==> src/rtl/mem_access_unit_pkg.sv <==
// Shared definitions for the MEM stage: control-bus bit positions, FSM states
// and the access-size decode used by both the top and the lane aligner.
package mem_access_unit_pkg;

    localparam int unsigned SB_BIT       = 8;
    localparam int unsigned SH_BIT       = 7;
    localparam int unsigned LB_BIT       = 6;
    localparam int unsigned LH_BIT       = 5;
    localparam int unsigned UNSIGNED_BIT = 4;
    localparam int unsigned BNEQ_BIT     = 3;
    localparam int unsigned BRANCH_BIT   = 2;
    localparam int unsigned MEMREAD_BIT  = 1;
    localparam int unsigned MEMWRITE_BIT = 0;

    localparam int unsigned REGWRITE_BIT = 1;
    localparam int unsigned MEMTOREG_BIT = 0;

    typedef enum logic {
        ST_IDLE = 1'b0,
        ST_REQ  = 1'b1
    } state_e;

    typedef enum logic [1:0] {
        SZ_BYTE = 2'd0,
        SZ_HALF = 2'd1,
        SZ_WORD = 2'd2
    } size_e;

    // A write wins when MemRead and MemWrite are both set, so the store size bits apply.
    function automatic size_e access_size(input logic [8:0] ctrl);
        size_e sz;
        sz = SZ_WORD;
        if (ctrl[MEMWRITE_BIT]) begin
            if (ctrl[SB_BIT])      sz = SZ_BYTE;
            else if (ctrl[SH_BIT]) sz = SZ_HALF;
        end else begin
            if (ctrl[LB_BIT])      sz = SZ_BYTE;
            else if (ctrl[LH_BIT]) sz = SZ_HALF;
        end
        return sz;
    endfunction

endpackage

==> src/rtl/mem_lane_align.sv <==
// Byte-lane steering: store byte enables / replicated write data, and load
// lane extraction with sign or zero extension.
module mem_lane_align
    import mem_access_unit_pkg::*;
(
    input  logic [1:0]  addr_i,
    input  logic [1:0]  size_i,
    input  logic        unsigned_i,
    input  logic [31:0] store_data_i,
    input  logic [31:0] rdata_i,
    output logic [3:0]  be_o,
    output logic [31:0] wdata_o,
    output logic [31:0] load_o
);

    logic [7:0]  byte_sel;
    logic [15:0] half_sel;

    always_comb begin
        byte_sel = rdata_i[{addr_i, 3'b000} +: 8];
        half_sel = addr_i[1] ? rdata_i[31:16] : rdata_i[15:0];
        be_o     = 4'b1111;
        wdata_o  = store_data_i;
        load_o   = rdata_i;
        case (size_i)
            SZ_BYTE: begin
                be_o    = 4'b0001 << addr_i;
                wdata_o = {4{store_data_i[7:0]}};
                load_o  = {{24{byte_sel[7] & ~unsigned_i}}, byte_sel};
            end
            SZ_HALF: begin
                be_o    = addr_i[1] ? 4'b1100 : 4'b0011;
                wdata_o = {2{store_data_i[15:0]}};
                load_o  = {{16{half_sel[15] & ~unsigned_i}}, half_sel};
            end
            default: ;
        endcase
    end

endmodule

==> src/rtl/mem_access_unit.sv <==
// MEM-stage executor: branch resolution, req/ready data-memory access, load extension.
// Optional MEM_ACCESS_MISALIGN_TRAP_EN: misaligned half/word accesses are trapped, not issued.
module mem_access_unit
    import mem_access_unit_pkg::*;
#(
    parameter int NB_DATA    = 32,
    parameter int NB_CTRL_M  = 9,
    parameter int NB_CTRL_WB = 2,
    parameter int NB_REG     = 5
) (
    input  logic                  i_clk,
    input  logic                  i_rst,
    input  logic                  i_valid,
    input  logic [NB_CTRL_M-1:0]  i_ctrl_mem_bus,
    input  logic [NB_CTRL_WB-1:0] i_ctrl_wb_bus,
    input  logic [NB_DATA-1:0]    i_alu_result,
    input  logic                  i_zero,
    input  logic [NB_DATA-1:0]    i_store_data,
    input  logic [NB_REG-1:0]     i_rd_addr,
    output logic                  o_stall,
    output logic                  o_mem_req,
    output logic                  o_mem_we,
    output logic [NB_DATA-1:0]    o_mem_addr,
    output logic [3:0]            o_mem_be,
    output logic [NB_DATA-1:0]    o_mem_wdata,
    input  logic                  i_mem_ready,
    input  logic [NB_DATA-1:0]    i_mem_rdata,
    output logic                  o_valid,
    output logic [NB_DATA-1:0]    o_load_data,
    output logic [NB_DATA-1:0]    o_alu_result,
    output logic [NB_REG-1:0]     o_rd_addr,
    output logic [NB_CTRL_WB-1:0] o_ctrl_wb_bus,
    output logic                  o_pc_src,
    output logic                  o_misaligned
);

    state_e                state_q;
    logic [NB_DATA-1:0]    addr_q, store_q;
    size_e                 size_q;
    logic                  unsigned_q, we_q;
    logic [NB_REG-1:0]     rd_q;
    logic [NB_CTRL_WB-1:0] wb_q;

    logic                  valid_q, pc_src_q, mis_q;
    logic [NB_DATA-1:0]    load_q, alu_q;
    logic [NB_REG-1:0]     rd_out_q;
    logic [NB_CTRL_WB-1:0] wb_out_q;

    logic                  memop, misalign, req;
    size_e                 size_in;
    logic [3:0]            lane_be;
    logic [NB_DATA-1:0]    lane_wdata, lane_load;

    assign memop   = i_ctrl_mem_bus[MEMREAD_BIT] | i_ctrl_mem_bus[MEMWRITE_BIT];
    assign size_in = access_size(i_ctrl_mem_bus);

`ifdef MEM_ACCESS_MISALIGN_TRAP_EN
    assign misalign = ((size_in == SZ_HALF) && i_alu_result[0]) ||
                      ((size_in == SZ_WORD) && (i_alu_result[1:0] != 2'b00));
`else
    assign misalign = 1'b0;
`endif

    mem_lane_align u_lane (
        .addr_i       (addr_q[1:0]),
        .size_i       (size_q),
        .unsigned_i   (unsigned_q),
        .store_data_i (store_q),
        .rdata_i      (i_mem_rdata),
        .be_o         (lane_be),
        .wdata_o      (lane_wdata),
        .load_o       (lane_load)
    );

    always_ff @(posedge i_clk) begin
        if (!i_rst) begin
            state_q    <= ST_IDLE;
            addr_q     <= '0;
            store_q    <= '0;
            size_q     <= SZ_BYTE;
            unsigned_q <= 1'b0;
            we_q       <= 1'b0;
            rd_q       <= '0;
            wb_q       <= '0;
            valid_q    <= 1'b0;
            pc_src_q   <= 1'b0;
            mis_q      <= 1'b0;
            load_q     <= '0;
            alu_q      <= '0;
            rd_out_q   <= '0;
            wb_out_q   <= '0;
        end else begin
            case (state_q)
                ST_IDLE: begin
                    if (!i_valid) begin
                        valid_q <= 1'b0;
                    end else if (memop && !misalign) begin
                        state_q    <= ST_REQ;
                        addr_q     <= i_alu_result;
                        store_q    <= i_store_data;
                        size_q     <= size_in;
                        unsigned_q <= i_ctrl_mem_bus[UNSIGNED_BIT];
                        we_q       <= i_ctrl_mem_bus[MEMWRITE_BIT];
                        rd_q       <= i_rd_addr;
                        wb_q       <= i_ctrl_wb_bus;
                        valid_q    <= 1'b0;
                    end else begin
                        // Non-memory ops and trapped accesses both retire in one cycle.
                        valid_q  <= 1'b1;
                        mis_q    <= memop;
                        pc_src_q <= !memop && i_ctrl_mem_bus[BRANCH_BIT] &&
                                    (i_ctrl_mem_bus[BNEQ_BIT] ? !i_zero : i_zero);
                        load_q   <= '0;
                        alu_q    <= i_alu_result;
                        rd_out_q <= i_rd_addr;
                        wb_out_q <= memop ? '0 : i_ctrl_wb_bus;
                    end
                end
                ST_REQ: begin
                    if (i_mem_ready) begin
                        state_q  <= ST_IDLE;
                        valid_q  <= 1'b1;
                        mis_q    <= 1'b0;
                        pc_src_q <= 1'b0;
                        load_q   <= we_q ? '0 : lane_load;
                        alu_q    <= addr_q;
                        rd_out_q <= rd_q;
                        wb_out_q <= wb_q;
                    end else begin
                        valid_q <= 1'b0;
                    end
                end
                default: state_q <= ST_IDLE;
            endcase
        end
    end

    assign req           = (state_q == ST_REQ);
    assign o_stall       = ((state_q == ST_IDLE) && i_valid && memop && !misalign) ||
                           (req && !i_mem_ready);
    assign o_mem_req     = req;
    assign o_mem_we      = req & we_q;
    assign o_mem_addr    = req ? {addr_q[NB_DATA-1:2], 2'b00} : '0;
    assign o_mem_be      = req ? lane_be : '0;
    assign o_mem_wdata   = req ? lane_wdata : '0;
    assign o_valid       = valid_q;
    assign o_load_data   = load_q;
    assign o_alu_result  = alu_q;
    assign o_rd_addr     = rd_out_q;
    assign o_ctrl_wb_bus = wb_out_q;
    assign o_pc_src      = pc_src_q;
    assign o_misaligned  = mis_q;

endmodule

==> config.mk <==
export PLATFORM = sky130hd
export DESIGN_NAME = mem_access_unit
export DESIGN_NICKNAME = d
export VERILOG_FILES = /design/src/rtl/mem_access_unit_pkg.sv /design/src/rtl/mem_lane_align.sv /design/src/rtl/mem_access_unit.sv
export SDC_FILE = /design/constraint.sdc
export NUM_CORES = 1
export LEC_CHECK = 0
export BUFFER_PORTS_ARGS = -buffer_cell sky130_fd_sc_hd__buf_4
export CELL_PAD_IN_SITES_DETAIL_PLACEMENT = 0
export CELL_PAD_IN_SITES_GLOBAL_PLACEMENT = 2
export CORE_MARGIN = 2
export CORE_UTILIZATION = 32
export CTS_CLUSTER_DIAMETER = 60
export CTS_CLUSTER_SIZE = 30
export DETAILED_ROUTE_END_ITERATION = 10
export PLACE_DENSITY = 0.87
export RECOVER_POWER = 25
export SETUP_SLACK_MARGIN = 0.05
export SLEW_MARGIN = 0
export SYNTH_ARGS = -nofsm -noshare
export SYNTH_HDL_FRONTEND = slang
export SYNTH_HIERARCHICAL = 1
export SYNTH_SLANG_ARGS = --single-unit
==> constraint.sdc <==
create_clock -name i_clk -period 4.6 [get_ports i_clk]
set_clock_uncertainty 0.15 [all_clocks]
set_input_delay 1.15 -clock i_clk [delete_from_list [all_inputs] [get_ports i_clk]]
set_output_delay 1.15 -clock i_clk [all_outputs]
set_load 0.02 [all_outputs]
==> flow_metrics.py, run 1 <==
metrics = {
    "grt": {
        "grt_first_pass_wirelength_mm": 41.0,
        "grt_max_degree": 86,
        "grt_pass1_vias": 6999,
        "overflow": 0,
        "antenna_found_initial": 2,
        "gr-usage-all-layers_pct": 20.1,
    },
    "worst_setup_path": {
        "cpMostUsedCell": "buf_4",
        "endpoint_kind": "primary output",
        "crit_chain": "buf_4, and2_1, buf_4",
        "critPathArrivalTime_ps": 2300,
        "cp.required_ps": 3300,
        "slowest_stage": "dfxtp_4",
        "crit_fanout": 85,
        "crit_family": "flip-flops",
        "setup.worst_path.start_class": "flip-flop",
        "path_buf_inv": 2,
        "cp_slowest_stage_delay_ps": 1020,
        "crit_type": "reg -> out",
    },
    "route": {
        "remaining_drc_errors": 0,
        "post_drt_wl_per_cell_um": 19.1,
        "drt-initial-drc-count": 510,
        "drt-total-wl_mm": 26.5,
        "viasPerCell": 5.21,
        "ant_nets": 0,
        "vias": 7227,
        "first_pass_iters": 5,
    },
    "cts": {
        "hold_buffers": 0,
        "cts_max_level": 4,
        "insertion_delay_ps": 430,
        "clk_pin_slew_ps": 70,
        "cts_buffers": 17,
        "cts_tree": "yes",
        "post_cts_buffers": 0,
        "post_cts_resized": 0,
        "cts.sinks": 149,
        "ctsRootBufferMaster": "clkbuf_16",
        "clk_path_buf_depth": 2,
    },
    "sta": {
        "slew_viol_final": 0,
        "setup_viol": 0,
        "fin_tns_setup_ps": 0,
        "post-route-period-util_pct": 78.3,
        "fin_crit_ps": 3600,
        "max_freq_mhz": 278,
        "maxSlewHeadroom_pct": 31.7,
        "grt_setup_unrepaired": "false",
        "max_slew.worst_pin.slew_ps": 1020,
        "final_hold_viol_count": 0,
    },
    "floorplan": {
        "die_area_um2": 25800,
        "die_x_um": 161,
        "core_um2": 24200,
        "rows": 57,
        "die_h_um": 161,
        "initial_core_util_pct": 32.4,
        "ios": 262,
    },
    "power_and_ir_drop": {
        "ir_drop_mv": 0.182,
        "switching_power_uw": 1100,
        "seq_power_share_pct": 41.5,
        "pwr-share-comb_pct": 18.6,
        "p_clk_share_pct": 39.9,
        "switching_share_pct": 31.6,
        "p_per_area_nw_per_um2": 346,
        "p_leak_uw": 0.00434,
        "internal-power_uw": 2380,
    },
    "placement": {
        "hpwlAfterDp_mm": 17.1,
        "place_congestion": 0.790,
        "port_buffers": 258,
        "dp.cells": 1355,
    },
    "synthesis": {
        "synth-edff-count": 0,
        "synth_ff_type": "dfxtp_1",
        "synthCells": 864,
        "synthArstFlopShare_pct": 0,
        "syn_area_per_cell_um2": 9.07,
        "netlist_top_cells_area": "dfxtp_1, o21ai_0, mux2i_1",
        "syn_area_um2": 7840,
        "synth.top_cells.by_count": "dfxtp_1, o21ai_0, nand3_1, and2_1, a21boi_0",
        "ys_types": 48,
        "synth_top_area_share_pct": 38.0,
        "ys_seq_area_share_pct": 38.0,
        "ys_warn_count": 6,
        "yosysMostFrequentCell": "dfxtp_1",
        "synth_top_area_cell": "dfxtp_1",
        "ys_ff_latch": 149,
    },
    "worst_hold_path": {
        "min_path_type": "reg -> reg",
    },
    "status": {
        "status": "complete, no violations",
    },
    "final_layout": {
        "stdcell_count": 1388,
        "fin_nets": 1167,
        "syn_to_final_growth_pct": 28.3,
        "layout-drive-gt1-share_pct": 25.3,
        "final.fill_count": 2488,
    },
    "run": {
        "maxCapViolCount": 0,
    },
}
[cells by family (layout without fill, tap and decap cells)]
| group | after synthesis | after routing | share of synthesized area (%) |
|---|---|---|---|
| other | 1 | 4 | 0.0478 |
| multiplexers | 74 | 74 | 10.1 |
| flip-flops | 149 | 149 | 38.0 |
| AO/OA/AOI/OAI | 317 | 317 | 28.8 |
| buffers and inverters | 113 | 310 | 7.79 |
| AND/OR/NAND/NOR | 209 | 209 | 15.0 |
| XOR/XNOR | 1 | 1 | 0.112 |
[state kept, by name, indices dropped and copies added, names as in the netlist]
| signal | count |
|---|---|
| addr_q | 32 |
| o_alu_result | 32 |
| o_ctrl_wb_bus | 2 |
| o_load_data | 32 |
| o_mem_req | 1 |
| o_pc_src | 1 |
| o_rd_addr | 5 |
| o_valid | 1 |
| rd_q | 5 |
| size_q | 2 |
| store_q | 32 |
| unsigned_q | 1 |
| wb_q | 2 |
| we_q | 1 |
[stage by stage]
stage / utilization [%] / setup slack [ps] / hold slack (ps) / total power, uW / area [um^2]
after global routing: 41.6 / 844 / 335 / 3630 / 10100
after floorplan: - / 1460 / 299 / 1890 / 7850
after CTS: 42.7 / 968 / 321 / 3550 / 10300
after global placement: 40.3 / 1470 / 304 / 2150 / 9750
final: 41.6 / 998 / 319 / 3480 / 10100
after detailed placement: 40.3 / 1430 / 308 / 2150 / 9750
[power groups by stage]
| stage | combinational, uW | clock [uW] | sequential [uW] |
|---|---|---|---|
| 2_1_floorplan | 405 | 0 | 1480 |
| 6_report | 647 | 1390 | 1440 |
| 4_1_cts | 681 | 1430 | 1440 |
| 3_5_place_dp | 680 | 0 | 1470 |
| 5_1_grt | 704 | 1480 | 1450 |
| 3_3_place_gp | 678 | 0 | 1470 |
[final timing paths]
path	startpoint	depth (start not counted)	to	slack (ps)
max	o_mem_req	3	o_mem_addr[6]	1000
min	o_pc_src	2	o_pc_src	320
max reg2reg	o_mem_req	4	size_q[0]	1930
min reg2reg	o_pc_src	2	o_pc_src	320
[area by class of cell]
| cell class | instances | area, um^2 | area share (%) |
|---|---|---|---|
| Timing Repair Buffer | 273 | 1800 | 17.8 |
| Clock buffer | 18 | 439 | 4.36 |
| Multi-Input combinational cell | 604 | 4280 | 42.5 |
| Inverter | 5 | 18.8 | 0.187 |
| Antenna cell | 1 | 2.50 | 0.0249 |
| Clock inverter | 14 | 135 | 1.34 |
| Tap cell | 324 | 405 | 4.03 |
| Sequential cell | 149 | 2990 | 29.7 |
[layer usage]
layer	vias up	global-route usage, %	wire length [um]
li1	3494	-	-
met1	3463	27.7	12400
met2	244	30.6	11900
met3	24	5.63	1800
met4	2	5.94	400
met5	-	0	13
[cell usage in the layout (no fill, tap or decap), drive strengths merged, types with 12 or more instances in the layout]
cell type	netlist	final
dfxtp	149	149
buf	64	202
o22ai	17	17
mux2i	55	55
o211a	39	39
inv	5	13
a21boi	73	73
o21ai	122	122
mux2	19	19
and2	71	71
nand2	20	20
nor2	12	12
nor2b	20	20
a22o	32	32
nand3	72	72
clkbuf	44	89
[worst register-to-register path, stage by stage (launching register included)]
cell      delay [ps]
dfxtp_4         1020
nand2b_4         290
buf_4            620
nor2_1           160
o221a_2          300
Power figures use the tool's default switching activity.
==> run 2, diff against run 1 <==
CORE_UTILIZATION = 30   (was 32)
PLACE_DENSITY = 0.82   (was 0.87)
clock period = 3.5 ns   (was 4.6 ns; I/O delays follow)
==> run 2 against run 1 <==
Against the previous run: first-iteration DRC count down 8.0%; critical path depth unchanged; critical path type unchanged; final cell count up 1.1%; clock power up 35%.
==> flow_metrics.py, run 2 (same netlist as run 1, synthesis figures left out) <==
metrics = {
    "cts": {
        "cts_max_level": 4,
        "clk_path_buf_depth": 2,
        "cts_tree": "yes",
        "ctsRootBufferMaster": "clkbuf_16",
        "post_cts_buffers": 0,
        "post_cts_resized": 0,
        "hold_buffers": 0,
        "cts_buffers": 17,
        "insertion_delay_ps": 430,
        "cts.sinks": 149,
        "clk_pin_slew_ps": 70,
    },
    "run": {
        "maxCapViolCount": 0,
    },
    "route": {
        "drt-total-wl_mm": 27.8,
        "drt-initial-drc-count": 469,
        "remaining_drc_errors": 0,
        "first_pass_iters": 5,
        "viasPerCell": 5.19,
        "vias": 7283,
        "ant_nets": 0,
        "post_drt_wl_per_cell_um": 19.8,
    },
    "floorplan": {
        "core_um2": 25800,
        "die_h_um": 166,
        "rows": 59,
        "initial_core_util_pct": 30.3,
        "ios": 262,
        "die_x_um": 166,
        "die_area_um2": 27400,
    },
    "power_and_ir_drop": {
        "p_leak_uw": 0.00437,
        "p_per_area_nw_per_um2": 458,
        "ir_drop_mv": 0.309,
    },
    "placement": {
        "place_ws_ps": 799,
        "place_congestion": 0.792,
        "port_buffers": 258,
        "hpwlAfterDp_mm": 18.3,
    },
    "worst_setup_path": {
        "setup.worst_path.start_class": "flip-flop",
        "crit_type": "reg -> out",
        "endpoint_kind": "primary output",
        "critPathArrivalTime_ps": 2050,
        "crit_fanout": 48,
        "cp.required_ps": 2470,
        "ff2ff_path_depth": 4,
    },
    "sta": {
        "max_slew.worst_pin.slew_ps": 782,
        "grt_setup_unrepaired": "false",
        "slew_viol_final": 0,
        "max_freq_mhz": 325,
        "fin_ws_ps": 423,
        "setup_viol": 0,
        "post-route-period-util_pct": 87.9,
        "final_hold_viol_count": 0,
        "maxSlewHeadroom_pct": 47.9,
        "fin_tns_setup_ps": 0,
        "fin_crit_ps": 3080,
    },
    "grt": {
        "grt_max_degree": 86,
        "antenna_found_initial": 1,
        "grt_pass1_vias": 7372,
        "overflow": 0,
        "grt_first_pass_wirelength_mm": 43.5,
        "gr-usage-all-layers_pct": 19.9,
    },
    "status": {
        "status": "complete, no violations",
    },
    "final_layout": {
        "layout_commonest_cell": "buf_4",
        "syn_to_final_growth_pct": 29.1,
        "final_cell_mix": "buf_4, dfxtp_1, o21ai_0",
        "fin_nets": 1172,
        "layout-drive-gt1-share_pct": 25.6,
    },
    "worst_hold_path": {
        "min_path_type": "reg -> reg",
        "hold_depth": 2,
    },
}
## run 2: path summary, 6_finish.rpt
check / slack [ps] / from / to
max: 420 / o_mem_req / o_stall
min: 310 / o_pc_src / o_pc_src
max reg2reg: 1080 / o_mem_req / size_q[0]
min reg2reg: 310 / o_pc_src / o_pc_src
## run 2: where the power goes
group | internal, uW | total [uW] | switching (uW) | leakage [uW]
clock network | 1040 | 1870 | 828 | 0.000284
registers | 1800 | 1880 | 83.1 | 0.00122
logic | 370 | 880 | 510 | 0.00287
## run 2: routing by layer
layer | vias up | GRT usage, % | routed length, um
met5 | - | 0 | 0
met4 | 0 | 5.52 | 437
met3 | 25 | 6.40 | 2210
met2 | 267 | 30.6 | 12400
met1 | 3487 | 26.9 | 12800
li1 | 3504 | - | -
## run 2: critical path, stage by stage (launching register included)
cell	delay [ps]
dfxtp_4	760
nand2b_4	520
o22ai_1	150
buf_4	190
## run 2: per-stage QoR
stage	hold slack [ps]	power, uW	area, um^2	utilization (%)	std cells
6_report	314	4630	10100	39.2	1403
2_1_floorplan	299	2480	7850	-	866
3_3_place_gp	296	2840	9800	37.9	1371
5_1_grt	337	4870	10100	39.2	1403
4_1_cts	317	4730	10400	40.2	1402
3_5_place_dp	304	2850	9800	37.9	1371
## run 2: area by class of cell
type	count	area, um^2
well taps	335	419
diodes	1	2.50
clock inverters	13	134
fillers	2678	15700
flip-flops and latches	149	2990
clock buffers	18	450
repair buffers	278	1830
inverters	5	18.8
multi-input cells	604	4280
==> run 3, diff against run 2 <==
RECOVER_POWER = 100   (was 25)
==> run 3 against run 2 <==
Against the previous run: the flow now finishes with violations (max-capacitance violations, max-slew violations); register-to-register slack got worse by 590 ps; utilization decreased by 0.39 points; sequential power about the same; critical path depth increased by 2; worst setup slack got worse by 78 ps; die area unchanged; first-iteration DRC count decreased by 7.2%; via count increased by 0.22%; clock power about the same; global-route usage unchanged; total power decreased by 0.21%; critical path type unchanged; highest routed layer unchanged.
==> flow_metrics.py, run 3 (same netlist as run 1, synthesis figures left out) <==
metrics = {
    "power_and_ir_drop": {
        "p_clk_share_pct": 40.5,
        "p_leak_uw": 0.00422,
        "switching_power_uw": 1420,
        "seq_power_share_pct": 40.7,
        "power_uw": 4620,
        "p_per_area_nw_per_um2": 461,
        "switching_share_pct": 30.8,
        "pwr-share-comb_pct": 18.8,
        "internal-power_uw": 3200,
        "ir_drop_mv": 0.311,
    },
    "cts": {
        "cts_buffers": 17,
        "cts_tree": "yes",
        "cts_max_level": 4,
        "clk_pin_slew_ps": 70,
        "hold_buffers": 0,
        "post_cts_resized": 0,
        "clk_path_buf_depth": 2,
        "cts.sinks": 149,
        "insertion_delay_ps": 430,
        "ctsRootBufferMaster": "clkbuf_16",
        "post_cts_buffers": 0,
    },
    "route": {
        "drt-total-wl_mm": 27.7,
        "viasPerCell": 5.20,
        "drt-initial-drc-count": 435,
        "remaining_drc_errors": 0,
        "vias": 7299,
        "post_drt_wl_per_cell_um": 19.8,
        "first_pass_iters": 5,
        "ant_nets": 0,
    },
    "worst_setup_path": {
        "r2r_end": "addr_q[2]",
        "ff2ff_path_depth": 4,
        "endpoint_kind": "primary output",
        "crit_fanout": 15,
        "critPathArrivalTime_ps": 2130,
        "cp.required_ps": 2470,
        "rrSetupSlack_ps": 490,
        "r2r-start": "o_mem_req",
        "setup.worst_path.start_class": "flip-flop",
        "crit_start": "addr_q[1]",
        "crit_type": "reg -> out",
    },
    "floorplan": {
        "rows": 59,
        "die_h_um": 166,
        "die_x_um": 166,
        "ios": 262,
        "initial_core_util_pct": 30.3,
        "core_um2": 25800,
        "die_area_um2": 27400,
    },
    "worst_hold_path": {
        "hold_start": "o_pc_src",
        "hold_depth": 2,
        "min_path_type": "reg -> reg",
        "min_to": "o_pc_src",
    },
    "final_layout": {
        "register_area_um2": 2990,
        "fin_nets": 1172,
        "final_cell_mix": "buf_4, dfxtp_1, o21ai_0",
        "syn_to_final_growth_pct": 27.8,
        "multi_input_area_um2": 4270,
        "final.fill_count": 2706,
        "layout_commonest_cell": "buf_4",
        "layout-drive-gt1-share_pct": 23.3,
    },
    "sta": {
        "final_hold_viol_count": 0,
        "max_slew.worst_pin.slew_ps": 1860,
        "max_freq_mhz": 317,
        "fin_tns_setup_ps": 0,
        "slew_viol_final": 34,
        "post-route-period-util_pct": 90.1,
        "maxSlewHeadroom_pct": -23.8,
        "fin_crit_ps": 3150,
        "setup_viol": 0,
        "grt_setup_unrepaired": "false",
    },
    "grt": {
        "grt_first_pass_wirelength_mm": 43.5,
        "grt_pass1_vias": 7372,
        "gr-usage-all-layers_pct": 19.9,
        "antenna_found_initial": 1,
        "overflow": 0,
        "grt_max_degree": 86,
    },
    "run": {
        "maxCapViolCount": 1,
    },
    "placement": {
        "hpwlAfterDp_mm": 18.3,
        "place_congestion": 0.792,
        "port_buffers": 258,
    },
    "status": {
        "violations": "max-capacitance violations, max-slew violations",
        "status": "finished with violations",
    },
}
==> run 3: critical path: stages, from the launching register on <==
cell and delay, ps:
dfxtp_1 340, clkbuf_2 400, inv_1 370, o21bai_1 230
and2_1 200, buf_4 160
==> run 3: power by group through the flow <==
stage | Sequential, uW | Clock [uW] | Combinational [uW]
global placement | 1920 | 0 | 920
detailed placement | 1920 | 0 | 925
finish | 1880 | 1870 | 870
floorplan | 1950 | 0 | 532
global route | 1900 | 2010 | 946
CTS | 1890 | 1920 | 928
==> run 3: through the flow <==
step	hold slack, ps	util, %	cells	setup WS (ps)	area (um^2)
floorplan	299	-	866	912	7850
global placement	296	37.9	1371	804	9800
detailed placement	304	37.9	1371	799	9800
CTS	317	40.2	1402	339	10400
global route	337	38.8	1403	153	10000
finish	314	38.8	1403	345	10000
==> run 3: cell type report <==
class / count / share of cell area (%)
timing repair buffer: 278 / 17.3
clock buffer: 18 / 4.49
inverter: 5 / 0.187
multi-input combinational: 604 / 42.6
clock inverter: 13 / 1.34
sequential: 149 / 29.8
antenna: 1 / 0.0250
tap: 335 / 4.18
==> run 3: metal layers <==
layer	wire length (um)	GRT usage [%]	part of all wire (%)	vias to the layer above
met1	12800	26.9	46	3487
met4	447	5.52	1.6	0
met2	12300	30.6	44	273
met5	0	0	0	-
li1	-	-	-	3512
met3	2170	6.40	7.8	27
==> run 3: how the worst max path moves through the flow <==
stage / to
final: o_mem_be[2]
after global placement: o_stall
after global routing: o_mem_be[2]
after detailed placement: o_stall
after floorplan: o_stall
after CTS: o_stall
